## src/rtl/wave_pkg.sv

```systemverilog
// wave_pkg: shared definitions for the waveform-generator sequencer.
//   - state_t   : sequencer states (IDLE, LOAD, RUN, DONE)
//   - FUNC_*    : function-select codes understood by the datapath
//   - DIV_W, NCYC_W, CNT_W : default widths of prescaler, period limit and
//                            datapath sample counter
package wave_pkg;

  localparam int DIV_W  = 8;
  localparam int NCYC_W = 8;
  localparam int CNT_W  = 8;

  typedef enum logic [1:0] {
    ST_IDLE = 2'd0,
    ST_LOAD = 2'd1,
    ST_RUN  = 2'd2,
    ST_DONE = 2'd3
  } state_t;

  // Function-select codes; FUNC_DDS routes the DDS output to the wave core.
  localparam logic [2:0] FUNC_SQUARE = 3'b000;
  localparam logic [2:0] FUNC_SAW    = 3'b001;
  localparam logic [2:0] FUNC_TRI    = 3'b010;
  localparam logic [2:0] FUNC_SINE   = 3'b011;
  localparam logic [2:0] FUNC_DDS    = 3'b110;

endpackage

```

## src/rtl/wave_gen_ctrl_if.sv

```systemverilog
// wave_gen_ctrl_if: user/board control bus and datapath control outputs of
// the waveform-generator sequencer.
//   master : user side  -- drives start/stop and the cfg_* bus, observes status
//   slave  : sequencer  -- consumes controls, drives ld_reg/inc_cnt/sel_func/
//            phase_cntrl/sample_vld/busy/done/period_cnt
interface wave_gen_ctrl_if #(
  parameter int DIV_W  = 8,
  parameter int NCYC_W = 8
);
  logic              start;
  logic              stop;
  logic              cfg_we;
  logic [2:0]        cfg_func;
  logic [1:0]        cfg_phase;
  logic [DIV_W-1:0]  cfg_div;
  logic [NCYC_W-1:0] cfg_ncyc;

  logic              ld_reg;
  logic              inc_cnt;
  logic [2:0]        sel_func;
  logic [1:0]        phase_cntrl;
  logic              sample_vld;
  logic              busy;
  logic              done;
  logic [NCYC_W-1:0] period_cnt;

  modport master (
    output start, stop, cfg_we, cfg_func, cfg_phase, cfg_div, cfg_ncyc,
    input  ld_reg, inc_cnt, sel_func, phase_cntrl, sample_vld, busy, done,
           period_cnt
  );

  modport slave (
    input  start, stop, cfg_we, cfg_func, cfg_phase, cfg_div, cfg_ncyc,
    output ld_reg, inc_cnt, sel_func, phase_cntrl, sample_vld, busy, done,
           period_cnt
  );
endinterface

```

## src/rtl/wave_prescaler.sv

```systemverilog
// wave_prescaler: loadable down-counter pacing the sample counter.
//   clk, rst  : clock, synchronous active-low reset
//   en        : count down; at 0 reload with load_val instead
//   load      : force-load load_val (wins over en)
//   load_val  : reload value
//   tick      : counter currently reads 0
//   zero_nxt  : counter will read 0 next cycle (lets the owner register
//               its increment strobe so it lines up with tick)
module wave_prescaler #(
  parameter int W = 8
) (
  input  logic         clk,
  input  logic         rst,
  input  logic         en,
  input  logic         load,
  input  logic [W-1:0] load_val,
  output logic         tick,
  output logic         zero_nxt
);

  logic [W-1:0] cnt_r;
  logic [W-1:0] cnt_nxt_s;

  // Next count value: load, count down with reload at 0, or hold.
  always_comb begin
    cnt_nxt_s = cnt_r;
    if (load) begin
      cnt_nxt_s = load_val;
    end else if (en) begin
      if (cnt_r == '0) begin
        cnt_nxt_s = load_val;
      end else begin
        cnt_nxt_s = cnt_r - W'(1);
      end
    end else begin
      cnt_nxt_s = cnt_r;
    end
  end

  // Counter register.
  always_ff @(posedge clk) begin
    if (!rst) begin
      cnt_r <= '0;
    end else begin
      cnt_r <= cnt_nxt_s;
    end
  end

  assign tick     = (cnt_r == '0);
  assign zero_nxt = (cnt_nxt_s == '0);

endmodule

```

## src/rtl/wave_gen_ctrl.sv

```systemverilog
// wave_gen_ctrl: sequencer for the waveform-generator datapath.
//   clk, rst : clock, synchronous active-low reset
//   bus      : wave_gen_ctrl_if.slave -- start/stop, cfg_* capture bus, and the
//              registered datapath controls ld_reg, inc_cnt, sel_func,
//              phase_cntrl plus status sample_vld, busy, done, period_cnt.
// Outputs are Moore-registered: each output register is loaded from the
// next state, so ld_reg/busy/done/inc_cnt are high exactly in the cycles the
// state register holds LOAD / LOAD-or-RUN / DONE / RUN-with-prescaler-at-0.
module wave_gen_ctrl #(
  parameter int DIV_W  = wave_pkg::DIV_W,
  parameter int NCYC_W = wave_pkg::NCYC_W,
  parameter int CNT_W  = wave_pkg::CNT_W
) (
  input  logic             clk,
  input  logic             rst,
  wave_gen_ctrl_if.slave   bus
);
  import wave_pkg::*;

  function automatic logic [NCYC_W-1:0] sat_inc(input logic [NCYC_W-1:0] v);
    if (v == {NCYC_W{1'b1}}) begin
      return v;
    end else begin
      return v + NCYC_W'(1);
    end
  endfunction

  state_t            state_r;
  state_t            state_nxt_s;

  logic [2:0]        pend_func_r;
  logic [1:0]        pend_phase_r;
  logic [DIV_W-1:0]  pend_div_r;
  logic [NCYC_W-1:0] pend_ncyc_r;
  logic              pend_flag_r;

  logic [2:0]        sel_func_r;
  logic [1:0]        phase_r;
  logic [DIV_W-1:0]  div_r;
  logic [NCYC_W-1:0] ncyc_r;

  logic [CNT_W-1:0]  idx_r;
  logic [NCYC_W-1:0] period_r;
  logic [NCYC_W-1:0] period_inc_s;

  logic              ld_reg_r;
  logic              inc_cnt_r;
  logic              sample_vld_r;
  logic              busy_r;
  logic              done_r;

  logic              load_exit_s;
  logic              run_go_s;
  logic              step_s;
  logic              wrap_s;
  logic              run_start_s;
  logic              tick_s;
  logic              zero_nxt_s;
  logic [DIV_W-1:0]  presc_val_s;

  // LOAD copies the pending divider; in RUN the prescaler reloads the active one.
  assign load_exit_s  = (state_r == ST_LOAD) && !bus.stop;
  assign run_go_s     = (state_r == ST_RUN)  && !bus.stop;
  assign step_s       = run_go_s && tick_s;
  assign wrap_s       = step_s && (idx_r == {CNT_W{1'b1}});
  assign run_start_s  = (state_r == ST_IDLE) && (state_nxt_s == ST_LOAD);
  assign period_inc_s = sat_inc(period_r);
  assign presc_val_s  = load_exit_s ? pend_div_r : div_r;

  wave_prescaler #(.W(DIV_W)) u_presc (
    .clk      (clk),
    .rst      (rst),
    .en       (run_go_s),
    .load     (load_exit_s),
    .load_val (presc_val_s),
    .tick     (tick_s),
    .zero_nxt (zero_nxt_s)
  );

  // Next-state decode.
  always_comb begin
    state_nxt_s = state_r;
    case (state_r)
      ST_IDLE: begin
        if (bus.start && !bus.stop) begin
          state_nxt_s = ST_LOAD;
        end else begin
          state_nxt_s = ST_IDLE;
        end
      end
      ST_LOAD: begin
        if (bus.stop) begin
          state_nxt_s = ST_IDLE;
        end else begin
          state_nxt_s = ST_RUN;
        end
      end
      ST_RUN: begin
        if (bus.stop) begin
          state_nxt_s = ST_IDLE;
        end else if (wrap_s) begin
          if ((ncyc_r != '0) && (period_inc_s == ncyc_r)) begin
            state_nxt_s = ST_DONE;
          end else if (pend_flag_r) begin
            state_nxt_s = ST_LOAD;
          end else begin
            state_nxt_s = ST_RUN;
          end
        end else begin
          state_nxt_s = ST_RUN;
        end
      end
      ST_DONE: state_nxt_s = ST_IDLE;
      default: state_nxt_s = ST_IDLE;
    endcase
  end

  // FSM state and registered strobes/status derived from the next state.
  always_ff @(posedge clk) begin
    if (!rst) begin
      state_r      <= ST_IDLE;
      ld_reg_r     <= 1'b0;
      inc_cnt_r    <= 1'b0;
      sample_vld_r <= 1'b0;
      busy_r       <= 1'b0;
      done_r       <= 1'b0;
    end else begin
      state_r      <= state_nxt_s;
      ld_reg_r     <= (state_nxt_s == ST_LOAD);
      inc_cnt_r    <= (state_nxt_s == ST_RUN) && zero_nxt_s;
      sample_vld_r <= inc_cnt_r;
      busy_r       <= (state_nxt_s == ST_LOAD) || (state_nxt_s == ST_RUN);
      done_r       <= (state_nxt_s == ST_DONE);
    end
  end

  // Pending/active configuration. A write during LOAD lands in pending after
  // the copy, so pend_flag stays set and the write is applied at the next wrap.
  always_ff @(posedge clk) begin
    if (!rst) begin
      pend_func_r  <= 3'b000;
      pend_phase_r <= 2'b00;
      pend_div_r   <= '0;
      pend_ncyc_r  <= '0;
      pend_flag_r  <= 1'b0;
      sel_func_r   <= 3'b000;
      phase_r      <= 2'b00;
      div_r        <= '0;
      ncyc_r       <= '0;
    end else begin
      if (load_exit_s) begin
        sel_func_r <= pend_func_r;
        phase_r    <= pend_phase_r;
        div_r      <= pend_div_r;
        ncyc_r     <= pend_ncyc_r;
      end
      if (bus.cfg_we) begin
        pend_func_r  <= bus.cfg_func;
        pend_phase_r <= bus.cfg_phase;
        pend_div_r   <= bus.cfg_div;
        pend_ncyc_r  <= bus.cfg_ncyc;
        pend_flag_r  <= 1'b1;
      end else if (load_exit_s) begin
        pend_flag_r  <= 1'b0;
      end
    end
  end

  // Sample index and completed-period counter; cleared only when a run starts.
  always_ff @(posedge clk) begin
    if (!rst) begin
      idx_r    <= '0;
      period_r <= '0;
    end else if (run_start_s) begin
      idx_r    <= '0;
      period_r <= '0;
    end else if (step_s) begin
      idx_r <= idx_r + CNT_W'(1);
      if (wrap_s) begin
        period_r <= period_inc_s;
      end
    end
  end

  assign bus.ld_reg      = ld_reg_r;
  assign bus.inc_cnt     = inc_cnt_r;
  assign bus.sel_func    = sel_func_r;
  assign bus.phase_cntrl = phase_r;
  assign bus.sample_vld  = sample_vld_r;
  assign bus.busy        = busy_r;
  assign bus.done        = done_r;
  assign bus.period_cnt  = period_r;

endmodule
```

## src/flat_wrapper.sv

```systemverilog
// flat-port wrapper written by rule: the top's interface ports become plain ports
module wave_gen_ctrl_flat import wave_pkg::*;
#(
  parameter int DIV_W  = wave_pkg::DIV_W,
  parameter int NCYC_W = wave_pkg::NCYC_W,
  parameter int CNT_W  = wave_pkg::CNT_W
)
  (clk, rst, bus_start, bus_stop, bus_cfg_we, bus_cfg_func, bus_cfg_phase, bus_cfg_div, bus_cfg_ncyc, bus_ld_reg, bus_inc_cnt, bus_sel_func, bus_phase_cntrl, bus_sample_vld, bus_busy, bus_done, bus_period_cnt);
  wave_gen_ctrl_if #(.DIV_W(DIV_W), .NCYC_W(NCYC_W)) bus_i ();
  input  logic clk;
  input  logic rst;
  input wire logic [$bits(bus_i.start)-1:0] bus_start;
  input wire logic [$bits(bus_i.stop)-1:0] bus_stop;
  input wire logic [$bits(bus_i.cfg_we)-1:0] bus_cfg_we;
  input wire logic [$bits(bus_i.cfg_func)-1:0] bus_cfg_func;
  input wire logic [$bits(bus_i.cfg_phase)-1:0] bus_cfg_phase;
  input wire logic [$bits(bus_i.cfg_div)-1:0] bus_cfg_div;
  input wire logic [$bits(bus_i.cfg_ncyc)-1:0] bus_cfg_ncyc;
  output wire logic [$bits(bus_i.ld_reg)-1:0] bus_ld_reg;
  output wire logic [$bits(bus_i.inc_cnt)-1:0] bus_inc_cnt;
  output wire logic [$bits(bus_i.sel_func)-1:0] bus_sel_func;
  output wire logic [$bits(bus_i.phase_cntrl)-1:0] bus_phase_cntrl;
  output wire logic [$bits(bus_i.sample_vld)-1:0] bus_sample_vld;
  output wire logic [$bits(bus_i.busy)-1:0] bus_busy;
  output wire logic [$bits(bus_i.done)-1:0] bus_done;
  output wire logic [$bits(bus_i.period_cnt)-1:0] bus_period_cnt;
  assign bus_i.start = bus_start;
  assign bus_i.stop = bus_stop;
  assign bus_i.cfg_we = bus_cfg_we;
  assign bus_i.cfg_func = bus_cfg_func;
  assign bus_i.cfg_phase = bus_cfg_phase;
  assign bus_i.cfg_div = bus_cfg_div;
  assign bus_i.cfg_ncyc = bus_cfg_ncyc;
  assign bus_ld_reg = bus_i.ld_reg;
  assign bus_inc_cnt = bus_i.inc_cnt;
  assign bus_sel_func = bus_i.sel_func;
  assign bus_phase_cntrl = bus_i.phase_cntrl;
  assign bus_sample_vld = bus_i.sample_vld;
  assign bus_busy = bus_i.busy;
  assign bus_done = bus_i.done;
  assign bus_period_cnt = bus_i.period_cnt;
  wave_gen_ctrl #(.DIV_W(DIV_W), .NCYC_W(NCYC_W), .CNT_W(CNT_W)) u_core (.clk(clk), .rst(rst), .bus(bus_i));
endmodule
```

## config.mk

```make
export PLATFORM = sky130hd
export DESIGN_NAME = wave_gen_ctrl_flat
export DESIGN_NICKNAME = d
export VERILOG_FILES = /design/src/rtl/wave_pkg.sv /design/src/rtl/wave_gen_ctrl_if.sv /design/src/rtl/wave_prescaler.sv /design/src/rtl/wave_gen_ctrl.sv /design/src/flat_wrapper.sv
export SDC_FILE = /design/constraint.sdc
export NUM_CORES = 1
export LEC_CHECK = 0
export ABC_CLOCK_PERIOD_IN_PS = 7990
export CAP_MARGIN = 20
export CELL_PAD_IN_SITES_DETAIL_PLACEMENT = 0
export CELL_PAD_IN_SITES_GLOBAL_PLACEMENT = 1
export CORE_AREA = 3 3 96 98
export DETAILED_ROUTE_END_ITERATION = 6
export DIE_AREA = 0 0 99 101
export GPL_TIMING_DRIVEN = 0
export PLACE_DENSITY_LB_ADDON = 0.1
export SLEW_MARGIN = 10
export SYNTH_ARGS = -nofsm -noshare
export SYNTH_HDL_FRONTEND = slang
export SYNTH_HIERARCHICAL = 1
export SYNTH_SLANG_ARGS = --single-unit
```

## constraint.sdc

```tcl
create_clock -name clk -period 7.99 [get_ports clk]
set_clock_uncertainty 0.2 [all_clocks]
set_input_delay 1.1985 -clock clk [delete_from_list [all_inputs] [get_ports clk]]
set_output_delay 1.1985 -clock clk [all_outputs]
set_load 0.005 [all_outputs]
```

==> parameters.txt, run 1 <==
Parameter                              Value

Run status
  Outcome ... complete, no violations

Logic synthesis
  Synthesized area divided by synthesized cell count ... 8.828 um^2
  Main synth FF type ... dfxtp_1
  Arithmetic-cell share of the synthesized area counting full adders, half adders and majority gates ... 2.402%
  Count of different cell masters after synthesis ... 61
  Gate Count Post-Synth ... 413
  Multiplexer fraction of the synthesized cell area ... 7.447%
  Post-Synthesis Cell Area ... 3646 um^2
  Dominant cell type by area after synthesis ... dfxtp_1
  Share of synthesized area occupied by flip-flops and latches ... 40.63%
  Area fraction in compound gates after synthesis ... 12.83%
  Register bit count reported by yosys ... 74
  Xor/xnor share of the synthesized area ... 4.324%
  Number of synthesis warnings ... 6
  Dominant combinational cell family by area after synthesis ... simple AND/OR/NAND/NOR gates
  Asr flop ratio synth ... 0%
  Simple-gate area share of the yosys netlist ... 28.21%
  Number of nets produced by synthesis ... 446
  Number of flops mapped to enable cells by yosys ... 0
  Area share of the largest cell type after synthesis ... 40.63%
  Leading post-synthesis cells by cell area ... dfxtp_1 41%, mux2i_1 7.1%, nand2_1 6.3%

Critical path
  CP Capture Type ... flip-flop
  Kind of critical path ... flip-flop to flip-flop
  Endpoint required time on the critical path ... 8.01 ns
  Biggest fanout along the worst timing path ... 10
  Crit path arrival time ... 4.40 ns
  Critical path startpoint category ... flip-flop

STA
  Clock period minus final worst setup slack ... 4.376 ns
  Transition time of the tightest slew-check pin ... 0.7269 ns
  Total count of max-transition violations in the final report ... 0
  Final-layout setup total negative slack ... 0 ns
  Relative slew slack ... 51.54%
  Tcrit/Tclk final ... 54.77%
  Number of setup violations in the final report ... 0
  Unrepaired setup endpoints after global routing ... false
  Count of final hold-check violations ... 0
  Top achievable clock speed ... 228.5 MHz

Finish
  Cell Count, Final, Fillers Out ... 578
  Antenna diode count ... 0
  Area taken by flip-flops and latches ... 1481 um^2
  Most common cell after layout, fill and taps aside ... dfxtp_1
  Area growth syn-to-layout ... 23.13%
  Top library cells by usage in the layout, fill and taps aside ... 74 x dfxtp_1, 61 x nand2_1, 42 x clkdlybuf4s50_1, 32 x nor2_1, 26 x mux2i_1
  Layout cell share with drive strength beyond 1 ... 7.660%
  Final #Nets ... 499
  Count of fill cells added during filler insertion ... 827
  Multi-input logic area ... 2013 um^2

Drt
  Post-route antenna net violation count ... 0
  DRC violations left ... 0
  Total Wirelength ... 8.420 mm
  Vias per Instance ... 5.272
  Average wire length per cell after detail routing ... 14.57 um
  Number of iterations in the first detailed-routing pass ... 4
  Total vias in the final route ... 3047
  Initial DRC count ... 154

Global route
  Total overflow reported by the global router ... 0
  Number of global-route vias before repair ... 2958
  Gr usage total ... 17.79%
  Initial antenna violation count ... 0
  Wire length of the first global-routing pass ... 14.26 mm
  Maximum number of pins on one net before global-route repair ... 15

Min path
  Worst min-delay path category ... flip-flop to flip-flop

Floorplanning
  Area of the core region ... 8551 um^2
  I/O pin cnt ... 44
  Die area ... 9999 um^2
  Die X ... 99 um
  Die height ... 101 um
  Site Rows ... 34
  Initial core utilization ... 42.64%

Placed design
  I/O Buffers ... 42
  Placed Instances ... 563
  Half-perimeter wire length of the detailed placement result ... 6.168 mm
  RePlAce Congestion ... 0.8242

CTS
  Sink Count ... 74
  TritonCTS buffer count ... 9
  Number of instances resized during post-cts repair ... 0
  Root buffer cell ... clkbuf_8
  Worst skew pair latency ... 0.35 ns
  Maximum level of the CTS H-tree ... 3
  CTS tree ... built
  Clk buf depth ... 2
  Number of buffers inserted to repair setup after CTS ... 0
  Quantity of hold-fixing buffers added after cts ... 0
  Clock input transition at the sequential cells of the worst setup and hold paths ... 0.08 ns

Power
  Leakage dissipation ... 1.770 nW
  Largest voltage drop on the vdd net ... 89.84 uV
  Pwr dens ... 192.3 nW/um^2

Job
  Maxcap violations ... 0
[per-stage QoR]
| step | setup WS [ns] | instance area (um^2) | power, mW | utilization [%] | hold WS (ns) |
|---|---|---|---|---|---|
| finish | 3.614 | 4489 | 0.8631 | 52.50 | 0.2637 |
| global route | 3.265 | 4489 | 0.8928 | 52.50 | 0.2847 |
| CTS | 3.580 | 4489 | 0.8706 | 52.50 | 0.2693 |
| detailed placement | 3.419 | 4202 | 0.4527 | 49.14 | 0.2578 |
| global placement | 3.450 | 4202 | 0.4519 | 49.14 | 0.2488 |
| floorplan | 4.309 | 3646 | 0.4273 | - | 0.2403 |
[report_power, final]
part,switching (mW),leakage (nW),internal [mW]
Clock,0.142,0.143,0.278
Combinational,0.0290,1.03,0.0317
Sequential,0.00557,0.601,0.377
[kinds of logic (layout without fill, tap and decap cells)]
family                   after synthesis  after routing
AO/OA/AOI/OAI                         63             63
XOR/XNOR                              18             18
adder cells (fa/ha/maj)                7              7
buffers and inverters                 35             92
flip-flops                            74             74
multiplexers                          27             27
AND/OR/NAND/NOR                      189            189
[routing by layer]
layer / up-vias / share of wire [%] / routed length, um / track usage (%)
li1: 1545 / - / - / -
met1: 1437 / 48 / 4006 / 23.34
met2: 54 / 47 / 3954 / 29.03
met3: 11 / 4.3 / 360 / 3.945
met4: 0 / 1.2 / 98 / 5.882
met5: - / 0 / 0 / 0
[layout make-up]
| cell class | instances | share of cell area, % |
|---|---|---|
| flip-flops and latches | 74 | 33.00 |
| inverters | 9 | 0.7525 |
| multi-input cells | 304 | 44.84 |
| well taps | 108 | 3.010 |
| clock buffers | 10 | 3.066 |
| repair buffers | 42 | 9.365 |
| plain buffers | 26 | 2.620 |
| clock inverters | 5 | 3.344 |
[synth_stat cells, types with 2 or more instances]
| cell type | count |
|---|---|
| a211o_1 | 2 |
| a211oi_1 | 3 |
| a21boi_0 | 13 |
| a21o_1 | 2 |
| a21oi_1 | 10 |
| a2bb2oi_1 | 2 |
| a311oi_1 | 2 |
| a31o_1 | 2 |
| a31oi_1 | 6 |
| and2_1 | 15 |
| and3_1 | 5 |
| and4_1 | 6 |
| buf_1 | 3 |
| buf_2 | 4 |
| buf_4 | 4 |
| clkbuf_1 | 15 |
| dfxtp_1 | 74 |
| ha_1 | 7 |
| inv_1 | 9 |
| mux2i_1 | 26 |
| nand2_1 | 61 |
| nand2b_1 | 3 |
| nand3_1 | 7 |
| nand3b_1 | 2 |
| nand4_1 | 6 |
| nor2_1 | 32 |
| nor2b_1 | 23 |
| nor3_1 | 3 |
| nor4_1 | 7 |
| nor4b_1 | 3 |
| nor4b_2 | 2 |
| o21ai_0 | 6 |
| o31ai_1 | 2 |
| or3_1 | 3 |
| xnor2_1 | 6 |
| xor2_1 | 12 |
[critical path: stages, from the launching register on]
cell and delay, ns:
dfxtp_1 0.36, inv_1 0.12, ha_1 0.21, or4b_1 0.44
buf_2 0.17, or2_4 0.26, inv_1 0.06, and4bb_2 0.28
and2_1 0.13, clkbuf_1 0.23, and3_1 0.19, clkbuf_1 0.28
nor2_1 0.12, a21oi_1 0.20, ha_1 0.19, nand2_1 0.07
nand2_1 0.22, clkbuf_1 0.43, nor2_1 0.10
[worst paths after layout]
check	from	end	slack, ns	depth (start not counted)
worst max-delay path	u_core/u_presc/cnt_r[0]	u_core/idx_r[5]	3.61	18
worst min-delay path	u_core/bus.sel_func[0]	u_core/bus.sel_func[0]	0.26	2
worst max register to register	u_core/u_presc/cnt_r[0]	u_core/idx_r[5]	3.61	18
worst min register to register	u_core/bus.sel_func[0]	u_core/bus.sel_func[0]	0.26	2
No activity file was read; power rests on OpenSTA's default activity.
==> run 2: changes to the inputs <==
--- a/config.mk
+++ b/config.mk
@@ -5,13 +5,13 @@
 export SDC_FILE = /design/constraint.sdc
 export NUM_CORES = 1
 export LEC_CHECK = 0
-export ABC_CLOCK_PERIOD_IN_PS = 7990
+export ABC_CLOCK_PERIOD_IN_PS = 4100
 export CAP_MARGIN = 20
 export CELL_PAD_IN_SITES_DETAIL_PLACEMENT = 0
 export CELL_PAD_IN_SITES_GLOBAL_PLACEMENT = 1
-export CORE_AREA = 3 3 96 98
+export CORE_AREA = 3 3 98 100
 export DETAILED_ROUTE_END_ITERATION = 6
-export DIE_AREA = 0 0 99 101
+export DIE_AREA = 0 0 101 103
 export GPL_TIMING_DRIVEN = 0
 export PLACE_DENSITY_LB_ADDON = 0.1
 export SLEW_MARGIN = 10
==> constraint.sdc (replaced) <==
create_clock -name clk -period 4.1 [get_ports clk]
set_clock_uncertainty 0.2 [all_clocks]
set_input_delay 0.615 -clock clk [delete_from_list [all_inputs] [get_ports clk]]
set_output_delay 0.615 -clock clk [all_outputs]
set_load 0.005 [all_outputs]
==> run 2 against run 1 <==
Net effect:
- combinational power grew 96%
- largest power group is now registers
- register-to-register slack lost 3.4 ns
- global-route usage decreased by 0.30 points
- worst setup slack got worse by 3.4 ns
- sequential share of layout area increased by 0.44 points
- sequential cell count unchanged
- sequential power grew 95%
- via count is 0.49% lower
- critical endpoint is now u_core/bus.period_cnt[7]
- die area rose by 4.0%
- design area decreased by 1.3%
==> parameters.txt, run 2 (synthesis gave the netlist of run 1 again) <==
Parameter                              Value

Finish
  Area growth syn-to-layout ... 21.52% (was 23.13%)
  Antenna diode count ... 0 (unchanged)
  Multi-input logic area ... 2021 um^2 (was 2013 um^2)
  Count of fill cells added during filler insertion ... 877 (was 827)
  Final #Nets ... 497 (was 499)
  Layout cell share with drive strength beyond 1 ... 8.529% (was 7.660%)
  Area taken by flip-flops and latches ... 1481 um^2 (unchanged)
  Utilization after layout ... 50.56% (was 52.50%)
  Post-route cell area ... 4431 um^2 (was 4489 um^2)
  Cell Count, Final, Fillers Out ... 577 (was 578)
  Most common cell after layout, fill and taps aside ... dfxtp_1 (unchanged)
  Top library cells by usage in the layout, fill and taps aside ... 74 x dfxtp_1, 60 x nand2_1, 42 x clkdlybuf4s50_1, 32 x nor2_1, 26 x mux2i_1 (was 74 x dfxtp_1, 61 x nand2_1, 42 x clkdlybuf4s50_1, 32 x nor2_1, 26 x mux2i_1)

Drt
  Post-route antenna net violation count ... 0 (unchanged)
  Average wire length per cell after detail routing ... 14.76 um (was 14.57 um)
  Met3 Wirelength ... 263 um (was 360 um)
  Highest routed layer ... met4 (unchanged)
  DR WL met2 ... 4.037 mm (was 3.954 mm)
  Metal-1 WL ... 4.154 mm (was 4.006 mm)
  Vias per Instance ... 5.255 (was 5.272)
  Total vias in the final route ... 3032 (was 3047)
  Initial DRC count ... 93 (was 154)
  DRC violations left ... 0 (unchanged)
  Number of iterations in the first detailed-routing pass ... 4 (unchanged)
  Total Wirelength ... 8.515 mm (was 8.420 mm)

Run status
  Outcome ... complete, no violations (unchanged)

Global route
  Initial antenna violation count ... 0 (unchanged)
  Maximum number of pins on one net before global-route repair ... 15 (unchanged)
  Wire length of the first global-routing pass ... 14.40 mm (was 14.26 mm)
  Gr usage total ... 17.49% (was 17.79%)
  Number of global-route vias before repair ... 2955 (was 2958)
  Total overflow reported by the global router ... 0 (unchanged)

Critical path
  R2r setup slk ... 0.22 ns (was 3.61 ns)
  Biggest fanout along the worst timing path ... 10 (unchanged)
  Cell depth of the worst flop-to-flop path ... 16 (was 18)
  Endpoint required time on the critical path ... 4.13 ns (was 8.01 ns)
  Crit path arrival time ... 3.91 ns (was 4.40 ns)
  Kind of critical path ... flip-flop to flip-flop (unchanged)
  Logic depth of the worst path, buffers included ... 16 (was 18)
  Critical path startpoint category ... flip-flop (unchanged)
  Top delay family on crit path ... simple AND/OR/NAND/NOR gates (unchanged)
  Worst path max stage delay ... 0.43 ns (was 0.44 ns)
  CP Capture Type ... flip-flop (unchanged)
  Bufs and invs on worst path ... 4 (was 6)
  Cells traversed along the worst timing path ... inv_1 -> ha_1 -> or4b_1 -> buf_2 -> or2_4 -> inv_1 -> and4bb_2 -> and2_1 -> and3_4 -> nor2_1 -> a21oi_1 -> ha_1 -> nand2_1 -> nand2_2 -> clkbuf_4 -> nor2_1 (was inv_1 -> ha_1 -> or4b_1 -> buf_2 -> or2_4 -> inv_1 -> and4bb_2 -> and2_1 -> clkbuf_1 -> and3_1 -> clkbuf_1 -> nor2_1 -> a21oi_1 -> ha_1 -> nand2_1 -> nand2_1 -> clkbuf_1 -> nor2_1)
  Slowest library cell on the worst path ... or4b_1 (unchanged)

STA
  Unrepaired setup endpoints after global routing ... false (unchanged)
  Top achievable clock speed ... 257.9 MHz (was 228.5 MHz)
  Worst hold margin ... 0.2607 ns (was 0.2637 ns)
  Total count of max-transition violations in the final report ... 0 (unchanged)
  Min setup slack post-route ... 0.2230 ns (was 3.614 ns)
  Transition time of the tightest slew-check pin ... 0.7482 ns (was 0.7269 ns)
  Tcrit/Tclk final ... 94.56% (was 54.77%)
  Count of final hold-check violations ... 0 (unchanged)
  Final-layout setup total negative slack ... 0 ns (unchanged)
  Number of setup violations in the final report ... 0 (unchanged)
  Clock period minus final worst setup slack ... 3.877 ns (was 4.376 ns)
  Relative slew slack ... 50.12% (was 51.54%)

Power
  Pwr dens ... 339.0 nW/um^2 (was 192.3 nW/um^2)
  Final Power ... 1.502 mW (was 0.8631 mW)
  Leakage dissipation ... 1.738 nW (was 1.770 nW)
  Largest voltage drop on the vdd net ... 216.9 uV (was 89.84 uV)

CTS
  Root buffer cell ... clkbuf_8 (unchanged)
  Clk buf depth ... 2 (unchanged)
  Clock input transition at the sequential cells of the worst setup and hold paths ... 0.08 ns (about the same)
  Quantity of hold-fixing buffers added after cts ... 0 (unchanged)
  TritonCTS buffer count ... 9 (unchanged)
  Number of buffers inserted to repair setup after CTS ... 0 (unchanged)
  CTS tree ... built (unchanged)
  Sink Count ... 74 (unchanged)
  Maximum level of the CTS H-tree ... 3 (unchanged)
  Worst skew pair latency ... 0.34 ns (was 0.35 ns)

Min path
  Worst min-delay path category ... flip-flop to flip-flop (unchanged)
  Hold-critical path depth ... 1 (was 2)

Floorplanning
  Area of the core region ... 8763 um^2 (was 8551 um^2)
  Die height ... 103 um (was 101 um)
  Die area ... 10400 um^2 (was 9999 um^2)
  I/O pin cnt ... 44 (unchanged)
  Initial core utilization ... 41.60% (was 42.64%)
  Site Rows ... 34 (unchanged)
  Die X ... 101 um (was 99 um)

Placed design
  Half-perimeter wire length of the detailed placement result ... 6.207 mm (was 6.168 mm)
  I/O Buffers ... 42 (unchanged)
  RePlAce Congestion ... 0.8050 (was 0.8242)
  Placement Setup Slack ... -0.4159 ns (was 3.419 ns)
  Placed Instances ... 563 (unchanged)
  Post-place instance area ... 4202 um^2 (unchanged)

Job
  Maxcap violations ... 0 (unchanged)
[run 2: final timing paths]
path | startpoint | to
hold / removal | u_core/bus.inc_cnt | u_core/bus.sample_vld
setup reg to reg | u_core/u_presc/cnt_r[0] | u_core/bus.period_cnt[7]
hold reg to reg | u_core/bus.inc_cnt | u_core/bus.sample_vld
setup / recovery | u_core/u_presc/cnt_r[0] | u_core/bus.period_cnt[7]
[run 2: repair_timing]
item | 4_1_cts | 5_1_grt
endpoints found under the hold margin | 0 | 0
pin swaps | 0 | 0
gates resized for setup | 4 | 1
setup endpoints to repair | 10 | 10
cloned | 0 | 0
[run 2: layout make-up]
class | instances | share of cell area [%]
Buffer | 24 | 2.570
Timing Repair Buffer | 42 | 9.489
Sequential cell | 74 | 33.44
Multi-Input combinational cell | 304 | 45.61
Tap cell | 108 | 3.050
Inverter | 9 | 0.7625
Clock buffer | 9 | 2.796
Clock inverter | 7 | 2.287
[run 2: worst register-to-register path: stages (launching register included)]
cell      delay (ns)
dfxtp_1         0.37
inv_1           0.12
ha_1            0.21
or4b_1          0.43
buf_2           0.17
or2_4           0.27
inv_1           0.06
and4bb_2        0.28
and2_1          0.28
and3_4          0.29
nor2_1          0.07
a21oi_1         0.24
ha_1            0.22
nand2_1         0.09
nand2_2         0.16
clkbuf_4        0.24
nor2_1          0.06
[run 2: routing by layer]
metal  track usage, %  vias to the layer above
met5                0                        -
met4            4.806                        0
met3            3.654                        4
met2            29.37                       47
met1            22.90                     1432
li1                 -                     1549
[run 2: where the power goes]
part           total [mW]  switching (mW)  internal (mW)
clock               0.636           0.287          0.349
combinational       0.119          0.0571         0.0623
sequential          0.746          0.0107          0.736
total                1.50           0.355           1.15
